## config.mk

```make
export PLATFORM = sky130hd
export DESIGN_NAME = clk_tap_monitor
export DESIGN_NICKNAME = d
export VERILOG_FILES = /design/src/rtl/clk_mon_pkg.sv /design/src/rtl/tap_sync.sv /design/src/rtl/clk_tap_monitor.sv
export SDC_FILE = /design/constraint.sdc
export NUM_CORES = 1
export LEC_CHECK = 0
export ABC_AREA = 1
export CORE_MARGIN = 3
export CORE_UTILIZATION = 60
export CTS_CLUSTER_SIZE = 12
export DETAILED_ROUTE_END_ITERATION = 10
export DONT_BUFFER_PORTS = 1
export PLACE_DENSITY = 0.8
export REMOVE_ABC_BUFFERS = 1
export SYNTH_ARGS = -nofsm -noshare
export SYNTH_HDL_FRONTEND = slang
export SYNTH_SLANG_ARGS = --single-unit
```

## constraint.sdc

```tcl
create_clock -name CLK_in -period 4.74 [get_ports CLK_in]
set_input_delay 0.948 -clock CLK_in [delete_from_list [all_inputs] [get_ports CLK_in]]
set_output_delay 0.948 -clock CLK_in [all_outputs]
set_load 0.02 [all_outputs]
```

## src/rtl/clk_mon_pkg.sv

```systemverilog
// Shared types and helpers for the divider-tap monitor.
package clk_mon_pkg;

    localparam int SEL_W = 6;

    typedef enum logic [1:0] {
        IDLE    = 2'd0,
        MEASURE = 2'd1,
        STALLED = 2'd2
    } mon_state_t;

    // Nominal period of tap 'sel' in CLK_in cycles.
    function automatic logic [63:0] exp_period(input logic [SEL_W-1:0] sel);
        exp_period = 64'd1 << sel;
    endfunction

endpackage

```

## src/rtl/tap_sync.sv

```systemverilog
// Selects one divider tap, brings it into the CLK_in domain and reports
// clean rising edges.
// Edges are suppressed while the synchronizer still holds samples from the
// previously selected tap.
module tap_sync
    import clk_mon_pkg::*;
#(
    parameter int SIZE        = 36,
    parameter int SYNC_STAGES = 2
) (
    input  logic             i_clk,
    input  logic             i_rst,
    input  logic [SIZE:0]    i_taps,
    input  logic [SEL_W-1:0] i_sel,
    input  logic             i_selChange,
    output logic             o_rise
);

    localparam int                 BLANK_W    = $clog2(SYNC_STAGES + 2);
    localparam logic [BLANK_W-1:0] BLANK_LOAD = BLANK_W'(SYNC_STAGES + 1);
    localparam logic [SEL_W-1:0]   SIZE_SEL   = SEL_W'(SIZE);

    logic                   w_tap;
    logic [SYNC_STAGES-1:0] r_sync;
    logic                   r_hist;
    logic [BLANK_W-1:0]     r_blankCnt;

    // Tap mux. Tap 0 is CLK_in itself and out-of-range indices have no tap,
    // so both feed a constant low instead of an unsampleable or undefined bit.
    always_comb begin
        w_tap = 1'b0;
        if ((i_sel != '0) && (i_sel <= SIZE_SEL)) begin
            w_tap = i_taps[i_sel];
        end
    end

    // Synchronizer chain followed by the history flop used for edge detection.
    always_ff @(posedge i_clk or posedge i_rst) begin
        if (i_rst) begin
            r_sync <= '0;
            r_hist <= 1'b0;
        end else begin
            r_sync <= {r_sync[SYNC_STAGES-2:0], w_tap};
            r_hist <= r_sync[SYNC_STAGES-1];
        end
    end

    // Blanking window: long enough for old-tap samples to drain out of the
    // chain and the history flop.
    always_ff @(posedge i_clk or posedge i_rst) begin
        if (i_rst) begin
            r_blankCnt <= '0;
        end else if (i_selChange) begin
            r_blankCnt <= BLANK_LOAD;
        end else if (r_blankCnt != '0) begin
            r_blankCnt <= r_blankCnt - BLANK_W'(1);
        end
    end

    assign o_rise = r_sync[SYNC_STAGES-1] & ~r_hist & (r_blankCnt == '0) & ~i_selChange;

endmodule

```

## src/rtl/clk_tap_monitor.sv

```systemverilog
// Consumer end of the divider bus: turns the selected tap into Tick enables,
// measures its period and flags stalls or a wrong frequency.
module clk_tap_monitor
    import clk_mon_pkg::*;
#(
    parameter int SIZE        = 36,
    parameter int CNT_W       = 38,
    parameter int SYNC_STAGES = 2
) (
    input  logic             CLK_in,
    input  logic             Reset,
    input  logic [SIZE:0]    CLKS_in,
    input  logic [SEL_W-1:0] Sel,
    output logic             Tick,
    output logic [CNT_W-1:0] Period,
    output logic             Period_Valid,
    output logic             Stalled,
    output logic             Freq_Err,
    output logic             Sel_Err
);

    localparam logic [SEL_W-1:0] SIZE_SEL = SEL_W'(SIZE);
    localparam logic [CNT_W-1:0] CNT_ONE  = CNT_W'(1);
    localparam logic [CNT_W-1:0] CNT_MAX  = '1;

    logic [SEL_W-1:0] r_selQ;
    logic             r_selErr;
    logic             w_selBad;
    logic             w_selChange;
    logic             w_rise;

    mon_state_t       r_state;
    mon_state_t       w_stateNext;
    logic [CNT_W-1:0] r_cnt;
    logic [CNT_W-1:0] w_cntNext;
    logic [CNT_W-1:0] r_period;
    logic [CNT_W-1:0] w_periodNext;
    logic             r_periodValid;
    logic             w_periodValidNext;
    logic             r_stalled;
    logic             w_stalledNext;
    logic             r_freqErr;
    logic             w_freqErrNext;
    logic             r_tick;
    logic             w_tickNext;

    logic [CNT_W-1:0] w_expPeriod;
    logic [CNT_W-1:0] w_timeoutVal;
    logic             w_timeout;

    assign w_selBad     = (Sel == '0) || (Sel > SIZE_SEL);
    assign w_selChange  = (Sel != r_selQ);
    assign w_expPeriod  = CNT_W'(exp_period(r_selQ));
    assign w_timeoutVal = CNT_W'(exp_period(r_selQ) << 1);
    assign w_timeout    = (r_cnt == w_timeoutVal);

    // Registered copy of the select and its range check.
    always_ff @(posedge CLK_in or posedge Reset) begin
        if (Reset) begin
            r_selQ   <= '0;
            r_selErr <= 1'b0;
        end else begin
            r_selQ   <= Sel;
            r_selErr <= w_selBad;
        end
    end

    tap_sync #(
        .SIZE        (SIZE),
        .SYNC_STAGES (SYNC_STAGES)
    ) u_tapSync (
        .i_clk       (CLK_in),
        .i_rst       (Reset),
        .i_taps      (CLKS_in),
        .i_sel       (r_selQ),
        .i_selChange (w_selChange),
        .o_rise      (w_rise)
    );

    // Next-state logic. Select change beats the select-error hold, which
    // beats normal operation; a rise always beats a timeout.
    always_comb begin
        w_stateNext       = r_state;
        w_cntNext         = (r_cnt == CNT_MAX) ? r_cnt : r_cnt + CNT_ONE;
        w_periodNext      = r_period;
        w_periodValidNext = 1'b0;
        w_stalledNext     = r_stalled;
        w_freqErrNext     = r_freqErr;
        w_tickNext        = 1'b0;

        if (w_selChange) begin
            w_stateNext   = IDLE;
            w_cntNext     = CNT_ONE;
            w_periodNext  = '0;
            w_stalledNext = 1'b0;
            w_freqErrNext = 1'b0;
        end else if (r_selErr) begin
            w_stateNext   = IDLE;
            w_cntNext     = CNT_ONE;
            w_stalledNext = 1'b0;
            w_freqErrNext = 1'b0;
        end else begin
            w_tickNext = w_rise;
            case (r_state)
                IDLE: begin
                    if (w_rise) begin
                        w_stateNext = MEASURE;
                        w_cntNext   = CNT_ONE;
                    end else if (w_timeout) begin
                        w_stateNext   = STALLED;
                        w_stalledNext = 1'b1;
                    end
                end
                MEASURE: begin
                    if (w_rise) begin
                        w_periodNext      = r_cnt;
                        w_periodValidNext = 1'b1;
                        w_freqErrNext     = (r_cnt != w_expPeriod);
                        w_cntNext         = CNT_ONE;
                    end else if (w_timeout) begin
                        w_stateNext   = STALLED;
                        w_stalledNext = 1'b1;
                    end
                end
                STALLED: begin
                    if (w_rise) begin
                        w_stateNext   = MEASURE;
                        w_stalledNext = 1'b0;
                        w_cntNext     = CNT_ONE;
                    end
                end
                default: begin
                    w_stateNext = IDLE;
                    w_cntNext   = CNT_ONE;
                end
            endcase
        end
    end

    // State, period counter and output registers.
    always_ff @(posedge CLK_in or posedge Reset) begin
        if (Reset) begin
            r_state       <= IDLE;
            r_cnt         <= CNT_ONE;
            r_period      <= '0;
            r_periodValid <= 1'b0;
            r_stalled     <= 1'b0;
            r_freqErr     <= 1'b0;
            r_tick        <= 1'b0;
        end else begin
            r_state       <= w_stateNext;
            r_cnt         <= w_cntNext;
            r_period      <= w_periodNext;
            r_periodValid <= w_periodValidNext;
            r_stalled     <= w_stalledNext;
            r_freqErr     <= w_freqErrNext;
            r_tick        <= w_tickNext;
        end
    end

    assign Tick         = r_tick;
    assign Period       = r_period;
    assign Period_Valid = r_periodValid;
    assign Stalled      = r_stalled;
    assign Freq_Err     = r_freqErr;
    assign Sel_Err      = r_selErr;

endmodule

```

# == Word level (Yosys, flattened, before mapping) ==
# Cells that the tools add are included.
# op_classes
n_addsub,2
order_cmp,3
n_eq_ne,12
shift,1
muxes,37
n_bitwise,5
reduce_logical,19
# op_table
operator,count
38-bit 2-to-1 mux,9
38-bit by 1-bit adder with 38-bit output (second input constant),1
38-bit == test,1
38-bit == test (second input constant),1
38-bit inequality test,1
1-bit by 6-bit << shifter with 38-bit output (first input constant),1
1-bit 2-to-1 mux,17
2-bit 2-to-1 mux,8
4-bit by 3-bit inequality test with 1-bit output (second input constant),3
2-bit nonzero test,4
6-bit by 7-bit < comparator with 1-bit output (second input constant),1
1-bit binary-select mux with 6-bit select,1
6-bit greater-than comparator (second input constant),1
6-bit <= comparator (second input constant),1
6-bit logical NOT,1
6-bit inequality test,1
2-bit one-hot mux with 3 select lines,1
3-bit nonzero test,2
6-bit nonzero test,1
5-bit by 4-bit inequality test with 1-bit output (second input constant),1
2-bit logical NOT,2
4-bit by 1-bit inequality test with 1-bit output (second input constant),1
2-bit AND reduction,2
4-bit AND reduction,1
other kinds (13),16
# totals
regBits,94
wordCells,91

# == Depth between registers and ports, before layout ==
# depth
depth_word,8
ltp_mapped,16
mapped_depth_nobuf,16

# == Hierarchy ==
# From an unflattened synthesis, not the netlist that was laid out.
# unflattened
hier_cells,955
area_unflattened_um2,6627.6
# modules_own_cells
mod,n_inst,cells_per_inst,area_per_inst_um2,seq_area_each_um2
clk_tap_monitor,1,827,5940.7,2228.4
tap_sync,1,128,686.9,125.1

# == Worst setup path before layout ==
# OpenSTA, ideal clock, no wires.
# synth_path
path_type,input to register
start,input port Sel[5]
end,register r_cnt[12]
arrival_ns,2.108
path_slack_ns,2.514
stages,12
path_buffers,0
cell_sequence,inv_1 nor2_1 nor4_2 nand3b_4 nor2_4 nand2_4 clkinv_4 nor2_2 nand3_1 nand2_1 inv_1 nor2_1
# synth_via
elab_chain_len,7
word_cells_on_any_way,8
classes_between,2 x eq/ne; 4 x mux; 2 x bitwise
# synth_rtl
item,line,rtl
"start, declared",clk_tap_monitor.sv:13,"input logic [SEL_W-1:0] Sel,"
6-bit inequality test *,clk_tap_monitor.sv:52,assign w_selChange = (Sel != r_selQ);
1-bit NOT,tap_sync.sv:60,assign o_rise = r_sync[SYNC_STAGES-1] & ~r_hist & (r_blankCnt == '0) & ~i_selChange;
1-bit AND,tap_sync.sv:60,
38-bit 2-to-1 mux,"clk_tap_monitor.sv:106, clk_tap_monitor.sv:115, clk_tap_monitor.sv:126",
38-bit 2-to-1 mux,n/a,
38-bit 2-to-1 mux,clk_tap_monitor.sv:97,end else if (r_selErr) begin
38-bit 2-to-1 mux,clk_tap_monitor.sv:91,if (w_selChange) begin
"end signal, assigned",clk_tap_monitor.sv:152,r_cnt <= w_cntNext;
"end, declared",clk_tap_monitor.sv:34,logic [CNT_W-1:0] r_cnt;
# Every way passes the cells marked *; elsewhere a longest branch is shown, timed or not.
# A chain may end at the register's enable or synchronous reset.

# == Worst setup path in the final report ==
# layout_path
start,register u_tapSync.r_blankCnt[0]
end,register r_period[37] (netlist: Period[37])
# layout_via
elab_chain_len,5
# layout_rtl
item,line,rtl
"start, declared",tap_sync.sv:26,logic [BLANK_W-1:0] r_blankCnt;
"start signal, assigned",tap_sync.sv:56,r_blankCnt <= r_blankCnt - BLANK_W'(1);
2-bit logical NOT,tap_sync.sv:60,
1-bit AND (2 in a row),tap_sync.sv:60,
2-bit nonzero test (no line),n/a,
3-bit AND reduction (no line),n/a,
"end signal, assigned",clk_tap_monitor.sv:153,r_period <= w_periodNext;
"end, declared",clk_tap_monitor.sv:36,logic [CNT_W-1:0] r_period;
# Every way passes these cells.

==> impl_metrics.py <==
metrics = {
    "sta": {
        "relSlewSlack_pct": 30.3,
        "tns_ns": 0,
        "worst_pin_slew_ns": 1.04,
        "min_period_over_period_pct": 60.2,
        "min_period_ns": 2.86,
        "maxSlewViolCount": 0,
        "fin_hold_ws_ns": 0.368,
        "post-route-worst-setup-slack_ns": 1.88,
        "skew_ns": 0.0114,
        "finalSetupViolCount": 0,
        "hold_viol": 0,
        "fmax_ghz": 0.350,
        "rsz0062_at_grt": "false",
    },
    "cts": {
        "cts_hold_buf": 0,
        "numClockSinks": 94,
        "cts_setup_buffers": 0,
        "clk_latency_ns": 0.37,
        "cts_tree": "done",
        "cts_resized": 0,
        "clkSlewWorstSetupHoldPaths_ns": 0.09,
        "numCtsBuffers": 9,
        "htree_levels": 3,
        "clock_path_buffers": 2,
        "root_buffer": "clkbuf_8",
    },
    "synth": {
        "yosys.area_share.simple_pct": 32.0,
        "synth_compound_area_share_pct": 14.2,
        "yosys_warnings": 0,
        "synthMuxAreaShare_pct": 0,
        "yosys_most_used_dff": "dfrtp_1",
        "synth_fa_ha_area_share_pct": 0.414,
        "synth.distinct_cells": 43,
        "synth_enable_flop_cells": 0,
        "synth_top_family_by_area": "simple AND/OR/NAND/NOR gates",
        "synthCells": 845,
        "syn_area_per_cell_um2": 7.15,
        "seq_area_frac_synth_pct": 39.0,
        "syn_area_um2": 6040,
        "async_flop_share_pct": 100,
        "ys_ff_latch": 94,
        "synth-xor-area-share_pct": 3.34,
    },
    "floorplan": {
        "rows": 35,
        "num_io_pins": 88,
        "die_w_um": 106,
        "die-area_um2": 11300,
        "initial_core_util_pct": 63.5,
        "die_y_um": 106,
        "core_area_um2": 9500,
    },
    "setup_path": {
        "r2r_setup_slack_ns": 1.88,
        "cpMaxStageDelayCell": "o21ai_2",
        "start_kind": "flop",
        "critPathRequiredTime_ns": 4.95,
        "crit_end": "Period[37]$_DFFE_PP0P_",
        "worstSetupStartpoint": "u_tapSync.r_blankCnt[0]$_DFFE_PP0P_",
        "reg2reg_depth": 10,
        "critPathMaxStageDelay_ns": 0.78,
        "critPathKind": "reg -> reg",
        "path_cells": "inv_1, ha_1, nand2_1, nor2_1, inv_1, nor2_1, inv_1, o21ai_2, buf_4, o22ai_1",
        "cp.arrival_ns": 3.06,
        "path_common_cell": "inv_1",
        "worst_r2r_startpoint": "u_tapSync.r_blankCnt[0]$_DFFE_PP0P_",
        "crit_path_max_fanout": 21,
        "end_kind": "flop",
        "r2r-end": "Period[37]$_DFFE_PP0P_",
    },
    "cells_and_area": {
        "drive_gt1_share_pct": 8.35,
        "final_cell_mix": "nand2_1, inv_1, dfrtp_1",
        "final_common_cell": "nand2_1",
        "layout.nets": 880,
        "fillers": 805,
        "antenna_cells": 0,
        "layoutNonFillerInstCount": 967,
        "syn2layout_area_growth_pct": 4.21,
    },
    "route": {
        "drt-wirelength-per-cell_um": 19.6,
        "vias_per_cell": 6.11,
        "ant_nets": 0,
        "routed.top_layer": "met4",
        "drc": 0,
        "num_vias": 5906,
        "route.layer.met1.wl_um": 7830,
        "route.met3.wl_um": 1670,
        "routed_wl_um": 18900,
        "wl_met2_um": 8710,
        "first_pass_iters": 8,
        "drtIter0Drc": 520,
    },
    "worst_hold_path": {
        "hold_path_class": "reg -> reg",
        "hold_depth": 0,
    },
    "place": {
        "placed_cells": 951,
        "dp_slack_ns": 1.87,
        "hpwl_um": 14400,
        "place.gp.congestion": 1.03,
        "numPortBuffers": 0,
    },
    "power": {
        "p_total_mw": 1.49,
        "p_per_area_nw_per_um2": 237,
        "power_leakage_nw": 2.80,
        "ir_drop_mv": 0.223,
    },
    "grt": {
        "grt.total_usage_pct": 33.9,
        "grt_overflow_total": 0,
        "antenna_found_initial": 0,
        "grt_start_max_net_pins": 60,
        "grt_pass1_vias": 5623,
        "grt_pass1_wl_um": 29700,
    },
    "run": {
        "maxCapViolCount": 0,
    },
    "run_status": {
        "status": "finished, final reports clean",
    },
}
-- layout make-up --
| class | instances | area (um^2) | area share [%] |
|---|---|---|---|
| well taps | 129 | 161 | 2.57 |
| inverters | 137 | 522 | 8.29 |
| flip-flops and latches | 94 | 2350 | 37.4 |
| repair buffers | 4 | 30.0 | 0.477 |
| multi-input cells | 587 | 3020 | 48.0 |
| clock buffers | 10 | 138 | 2.19 |
| clock inverters | 6 | 68.8 | 1.09 |
-- Yosys cell counts, types with 4 or more instances --
master / n / area (um^2)
a22oi_1: 16 / 120
dfrtp_1: 93 / 2330
nor2_4: 5 / 56.3
buf_4: 5 / 37.5
nor3_2: 4 / 40.0
xor2_1: 23 / 201
buf_2: 17 / 85.1
nor2_1: 85 / 319
o21ai_0: 31 / 155
nand2_1: 192 / 721
nor4_1: 7 / 43.8
nand4_1: 12 / 75.1
nor3_1: 11 / 55.1
inv_2: 4 / 15.0
or2_2: 4 / 25.0
a21oi_1: 36 / 180
inv_1: 131 / 492
o21ai_1: 7 / 35.0
nand2_2: 4 / 25.0
nand3_1: 69 / 345
nor2_2: 12 / 75.1
o22ai_1: 43 / 269
-- critical path, delay by kind of cell (launching register included) --
| kind | cells | cell delay, ns |
|---|---|---|
| and+or+nand+nor | 3 | 0.44 |
| AOI/OAI and AO/OA | 2 | 0.90 |
| buffers and inverters | 4 | 0.73 |
| adders and majority gates | 1 | 0.21 |
| DFF | 1 | 0.40 |
-- stage by stage --
stage               util (%)  cell area (um^2)
finish                  66.2              6290
global route            66.2              6290
CTS                     66.2              6290
detailed placement      64.0              6090
global placement        64.0              6090
floorplan                  -              5890
-- how the worst min path moves through the flow --
stage	from	endpoint	slack, ns
3_3_place_gp	u_tapSync.r_sync[0]$_DFF_PP0_	u_tapSync.r_sync[1]$_DFF_PP0_	0.36
4_1_cts	u_tapSync.r_sync[0]$_DFF_PP0_	u_tapSync.r_sync[1]$_DFF_PP0_	0.37
5_1_grt	u_tapSync.r_sync[0]$_DFF_PP0_	u_tapSync.r_sync[1]$_DFF_PP0_	0.38
2_1_floorplan	u_tapSync.r_sync[0]$_DFF_PP0_	u_tapSync.r_sync[1]$_DFF_PP0_	0.33
6_report	u_tapSync.r_sync[0]$_DFF_PP0_	u_tapSync.r_sync[1]$_DFF_PP0_	0.37
3_5_place_dp	u_tapSync.r_sync[0]$_DFF_PP0_	u_tapSync.r_sync[1]$_DFF_PP0_	0.34
-- report_power, final --
part | total (mW) | switching [mW] | internal, mW
registers | 0.816 | 0.00776 | 0.808
clock network | 0.568 | 0.305 | 0.263
logic | 0.108 | 0.0800 | 0.0282
-- per-layer routing --
metal / vias up / track usage [%]
met3: 51 / 5.71
met1: 2767 / 45.5
met5: - / 0
met4: 0 / 14.0
li1: 2738 / -
met2: 350 / 54.7
-- cells by family (layout without fill, tap and decap cells) --
logic type | count (synthesis) | count (layout)
AND/OR/NAND/NOR | 417 | 417
buffers and inverters | 164 | 157
AO/OA/AOI/OAI | 145 | 145
flip-flops | 94 | 94
XOR/XNOR | 23 | 23
adder cells (fa/ha/maj) | 2 | 2
-- registers in the layout, indices dropped and copies added (netlist names) --
register / count
Stalled: 1
u_tapSync.r_sync: 2
r_state: 2
Period_Valid: 1
u_tapSync.r_hist: 1
Freq_Err: 1
Period: 38
r_cnt: 38
Sel_Err: 1
r_selQ: 6
Tick: 1
u_tapSync.r_blankCnt: 2
Power figures use the tool's default switching activity.
